$ cat config.mk
export PLATFORM = sky130hd
export DESIGN_NAME = pipe_lsu
export DESIGN_NICKNAME = d
export VERILOG_FILES = /design/src/rtl/pipe_lsu.sv
export SDC_FILE = /design/constraint.sdc
export NUM_CORES = 1
export LEC_CHECK = 0
export BUFFER_PORTS_ARGS = -buffer_cell sky130_fd_sc_hd__buf_2
export CORE_MARGIN = 1.5
export CORE_UTILIZATION = 47
export DETAILED_ROUTE_END_ITERATION = 8
export PLACE_DENSITY = 0.85
export RECOVER_POWER = 100
export SYNTH_ARGS = -nofsm -noshare
export SYNTH_HDL_FRONTEND = slang
export SYNTH_SLANG_ARGS = --single-unit
$ cat constraint.sdc
create_clock -name clk -period 1.8 [get_ports clk]
set_input_delay 0.36 -clock clk [delete_from_list [all_inputs] [get_ports clk]]
set_output_delay 0.36 -clock clk [all_outputs]
set_load 0.01 [all_outputs]
$ cat src/rtl/pipe_lsu.sv
`default_nettype none
// +----------------------------------------------------------------------+
// | pipe_lsu : load/store unit, word memory port, read-modify-write      |
// |            for byte/half stores, lane extraction for loads.          |
// | Rev 1.0                                                              |
// +----------------------------------------------------------------------+
module pipe_lsu (
  input  logic        clk,
  input  logic        rst_n,
  input  logic        req_valid,
  output logic        req_ready,
  input  logic        req_we,
  input  logic [1:0]  req_size,
  input  logic        req_signed,
  input  logic [31:0] req_addr,
  input  logic [31:0] req_wdata,
  output logic        resp_valid,
  output logic [31:0] resp_rdata,
  output logic        resp_err,
  output logic        mem_req,
  output logic        mem_we,
  output logic [31:0] mem_addr,
  output logic [31:0] mem_wdata,
  input  logic        mem_ack,
  input  logic [31:0] mem_rdata
);

  localparam logic [1:0] S_IDLE = 2'd0;
  localparam logic [1:0] S_RD   = 2'd1;
  localparam logic [1:0] S_WR   = 2'd2;
  localparam logic [1:0] S_DONE = 2'd3;

  localparam logic [1:0] SZ_BYTE = 2'd0;
  localparam logic [1:0] SZ_HALF = 2'd1;
  localparam logic [1:0] SZ_WORD = 2'd2;

  logic [1:0]  state_q, state_d;
  logic        we_q, signed_q, err_q;
  logic [1:0]  size_q;
  logic [31:0] addr_q, wdata_q, merge_q, rdata_q;

  logic        accept, req_err;
  logic [4:0]  shamt;
  logic [31:0] rd_shifted, load_val, lane_mask, lane_data, store_word;

  assign accept = req_valid && (state_q == S_IDLE);
  assign shamt  = {addr_q[1:0], 3'b000};

  always_comb begin
    req_err = 1'b0;
    case (req_size)
      SZ_BYTE: req_err = 1'b0;
      SZ_HALF: req_err = req_addr[0];
      SZ_WORD: req_err = |req_addr[1:0];
      default: req_err = 1'b1;
    endcase
  end

  always_ff @(posedge clk or negedge rst_n) begin
    if (!rst_n) state_q <= S_IDLE;
    else        state_q <= state_d;
  end

  // Sub-word stores need the old word first, so they go through RD.
  always_comb begin
    state_d = state_q;
    case (state_q)
      S_IDLE: if (req_valid) begin
        if (req_err)                              state_d = S_DONE;
        else if (!req_we || req_size != SZ_WORD)  state_d = S_RD;
        else                                      state_d = S_WR;
      end
      S_RD:   if (mem_ack) state_d = we_q ? S_WR : S_DONE;
      S_WR:   if (mem_ack) state_d = S_DONE;
      S_DONE: state_d = S_IDLE;
      default: state_d = S_IDLE;
    endcase
  end

  always_ff @(posedge clk or negedge rst_n) begin
    if (!rst_n) begin
      we_q     <= 1'b0;
      signed_q <= 1'b0;
      err_q    <= 1'b0;
      size_q   <= 2'b00;
      addr_q   <= '0;
      wdata_q  <= '0;
      merge_q  <= '0;
      rdata_q  <= '0;
    end else begin
      if (accept) begin
        we_q     <= req_we;
        signed_q <= req_signed;
        err_q    <= req_err;
        size_q   <= req_size;
        addr_q   <= req_addr;
        wdata_q  <= req_wdata;
        rdata_q  <= '0;
      end
      if (state_q == S_RD && mem_ack) begin
        if (we_q) merge_q <= mem_rdata;
        else      rdata_q <= load_val;
      end
    end
  end

  // Aligned accesses let one shifter serve both byte and half lanes.
  assign rd_shifted = mem_rdata >> shamt;

  always_comb begin
    load_val = mem_rdata;
    case (size_q)
      SZ_BYTE: load_val = {{24{signed_q & rd_shifted[7]}},  rd_shifted[7:0]};
      SZ_HALF: load_val = {{16{signed_q & rd_shifted[15]}}, rd_shifted[15:0]};
      default: load_val = mem_rdata;
    endcase
  end

  always_comb begin
    lane_mask = '1;
    lane_data = wdata_q;
    case (size_q)
      SZ_BYTE: begin
        lane_mask = 32'h0000_00FF << shamt;
        lane_data = {24'h0, wdata_q[7:0]} << shamt;
      end
      SZ_HALF: begin
        lane_mask = 32'h0000_FFFF << shamt;
        lane_data = {16'h0, wdata_q[15:0]} << shamt;
      end
      default: begin
        lane_mask = '1;
        lane_data = wdata_q;
      end
    endcase
    store_word = (merge_q & ~lane_mask) | lane_data;
  end

  always_comb begin
    req_ready  = (state_q == S_IDLE);
    mem_req    = (state_q == S_RD) || (state_q == S_WR);
    mem_we     = (state_q == S_WR);
    mem_addr   = mem_req ? {addr_q[31:2], 2'b00} : '0;
    mem_wdata  = (state_q == S_WR) ? store_word : '0;
    resp_valid = (state_q == S_DONE);
    resp_err   = (state_q == S_DONE) && err_q;
    resp_rdata = rdata_q;
  end

endmodule
`default_nettype wire

==> impl_metrics.ini <==
[run_status]
status = finished, violations left
violations = setup timing

[finish]
syn_to_final_growth_pct = 45.34
n_fill_cell = 1035
drive_gt1_share_pct = 53.75
stdcell_count = 1065
stdcell_area_mm2 = 0.01004
finish.utilization_pct = 69.63
final_common_cell = buf_2
nNetsFinal = 976
final_cell_mix = 139 x buf_2, 132 x dfrtp_1, 101 x mux2_2, 49 x buf_4, 43 x buf_6

[floorplan]
rows = 44
die_height_um = 124.3
ios = 205
initial_utilization_pct = 47.91
core-area_mm2 = 0.01442
dieArea_mm2 = 0.01544
die_w_um = 124.3

[job]
cap_violations = 0

[synthesis]
yosysSeqAreaShare_pct = 48.89
synth_seq_cells = 135
synth_edf_count = 0
synthArstFlopShare_pct = 100.0
syn_avg_cell_area_um2 = 11.29
synth_flop_cell = dfrtp_1
ys_types = 52
synthesis.area_mm2 = 0.006910
yosys_warnings = 0
synthCells = 612

[cts]
clock_path_buffers = 2
clkTransAtPathRegs_ps = 70
h-tree-depth = 4
cts-buffers-inserted = 17
cts_root_buf = clkbuf_16
insertion_delay_ps = 430
cts.sinks = 135
cts_tree = built

[grt]
grt_pass1_wl_mm = 33.80
antenna_found_initial = 0
grt-ovfl-total = 0
grt_pass1_vias = 6210
track_usage_pct = 28.06
top_usage_layer = met2
grt_use_met2_pct = 44.70
met3_usage_pct = 7.088
grt_max_degree = 47
grt_use_met1_pct = 36.34

[critical_path]
r2r_slack_ps = -240
worst-path-buf-inv = 3
cp.required_ps = 1440
max_stage_delay_ps = 460
end_kind = output pin
critPathArrivalTime_ps = 2000
worstSetupStartpointType = flip-flop
path_common_cell = buf_2
crit_family = buffers and inverters
path_max_fanout = 4
worst_path_max_delay_cell = dfrtp_2
worstPathCellList = nor4bb_4, buf_4, buf_2, a22oi_1, nor2_1, o21a_1, buf_2
crit_type = reg2out

[placed_design]
place.gp.congestion = 0.9282
io_buffers = 202
placed_cells = 991
dp_slack_ps = -269.9
place_area_mm2 = 0.008387
hpwl_mm = 15.52

[sta]
fin_tns_setup_ps = -35770
hold_violations = 0
skew_ps = 20.61
relSlewSlack_pct = 17.08
worst_slack_ps = -561.6
whs_ps = 158.9
rsz0062_at_grt = yes
worst_pin_slew_ps = 1244
period_share_pct = 131.2
max_freq_mhz = 423.4
maxSlewViolCount = 0
min_period_ps = 2362
setup_viol = 125

[drt]
vias = 6492
wl_per_cell_um = 22.62
routed_via_density = 6.096
first_iter_violations = 703
antenna_left = 0
routed_wl_mm = 24.09
dr.pass1.iters = 5
route.detailed.drc = 0

[pwr]
power_density_mw_per_mm2 = 2141
vdd_drop_max_mv = 0.8823
total_leakage_power_nw = 4.744
power.total_mw = 21.50

[hold_path]
hold_path.class = in2reg
-- layer usage --
metal	routed length, um	up-vias
met5	0	-
met4	944	0
met3	2270	89
met2	11750	406
met1	9121	3239
li1	-	2758
-- final timing paths --
kind,endpoint,start,depth (start not counted)
worst min-delay path,wdata_q[12]$_DFFE_PN0P_,req_wdata[12],2
max in group asynchronous,resp_rdata[0]$_DFF_PN0_,rst_n,3
worst max register to register,resp_rdata[17]$_DFF_PN0_,addr_q[0]$_DFFE_PN0P_,8
min in group asynchronous,wdata_q[15]$_DFFE_PN0P_,rst_n,2
worst max-delay path,mem_wdata[18],size_q[1]$_DFFE_PN0P_,7
worst min register to register,addr_q[5]$_DFFE_PN0P_,addr_q[5]$_DFFE_PN0P_,1
-- report_power, final --
group	internal, mW	total [mW]	switching, mW	leakage, nW
Clock	2.47	3.86	1.39	0.299
Combinational	6.53	12.0	5.43	2.80
Sequential	4.47	5.69	1.21	1.64
Total	13.5	21.5	8.03	4.74
-- flip-flops by register name, indices dropped and copies added (netlist names) --
register,cells
signed_q,1
size_q,2
resp_rdata,32
wdata_q,32
we_q,1
merge_q,32
addr_q,32
state_q,2
err_q,1
-- worst reg2reg max path, cell delays in order, from the launching register on --
cell and delay (ps):
dfrtp_2 450, buf_6 130, buf_8 120, buf_6 120
nand2b_1 150, a221o_1 390, a31oi_4 260, clkbuf_16 210
a311o_1 130
-- repair_timing --
action / in CTS / in global routing
resized for setup: 56 / 106
hold endpoints to repair: 42 / 0
pin swaps: 4 / 73
setup buffers: 6 / 27
hold buffers: 1 / 0
cloned: 2 / 7
setup endpoints to repair: 80 / 90
-- synthesized netlist by cell type, types with 2 or more instances --
cell type  instances  area share, %
o21a_1            25            2.7
mux2i_1            8            1.2
mux2_2           101             16
and3_1            18            1.6
a22o_1            31            3.9
dfrtp_1          135             49
or2_2              2           0.18
a311o_1           16            2.3
a21boi_0           6           0.65
buf_4              2           0.22
o21ai_0            8           0.58
nor2_1            11           0.60
buf_6              2           0.33
inv_1              4           0.22
buf_2             16            1.2
and2_1            31            2.8
a21oi_2            2           0.25
nand3_1           11           0.80
nor2b_1            4           0.36
o21ai_1            2           0.14
ha_1               5           0.91
a21boi_1           2           0.22
nand2_1           44            2.4
a222oi_1           2           0.29
o22ai_1            9           0.81
buf_1              3           0.16
a21oi_1           32            2.3
a22oi_1           14            1.5
nand4b_2           2           0.43
clkbuf_1          32            1.7
and2b_1            2           0.22
a2bb2oi_1          7           0.89
nand2b_1           4           0.36
-- cells by family after synthesis --
group                      after synthesis  synth area share, %
buffers and inverters                   60                3.875
AOI/OAI and AO/OA                      166                18.03
other                                    1              0.05427
adders and majority gates                5               0.9053
DFF                                    135                48.89
and+or+nand+nor                        135                10.47
muxes                                  110                17.78
-- layout make-up --
class | instances | area (um^2) | share of cell area (%)
diodes | 1 | 2.502 | 0.02492
clock buffers | 18 | 429.2 | 4.273
clock inverters | 14 | 222.7 | 2.218
inverters | 5 | 31.28 | 0.3114
multi-input cells | 418 | 3565 | 35.49
flip-flops and latches | 135 | 3382 | 33.67
well taps | 184 | 230.2 | 2.292
repair buffers | 290 | 2181 | 21.71
No activity file was read; power rests on OpenSTA's default activity.
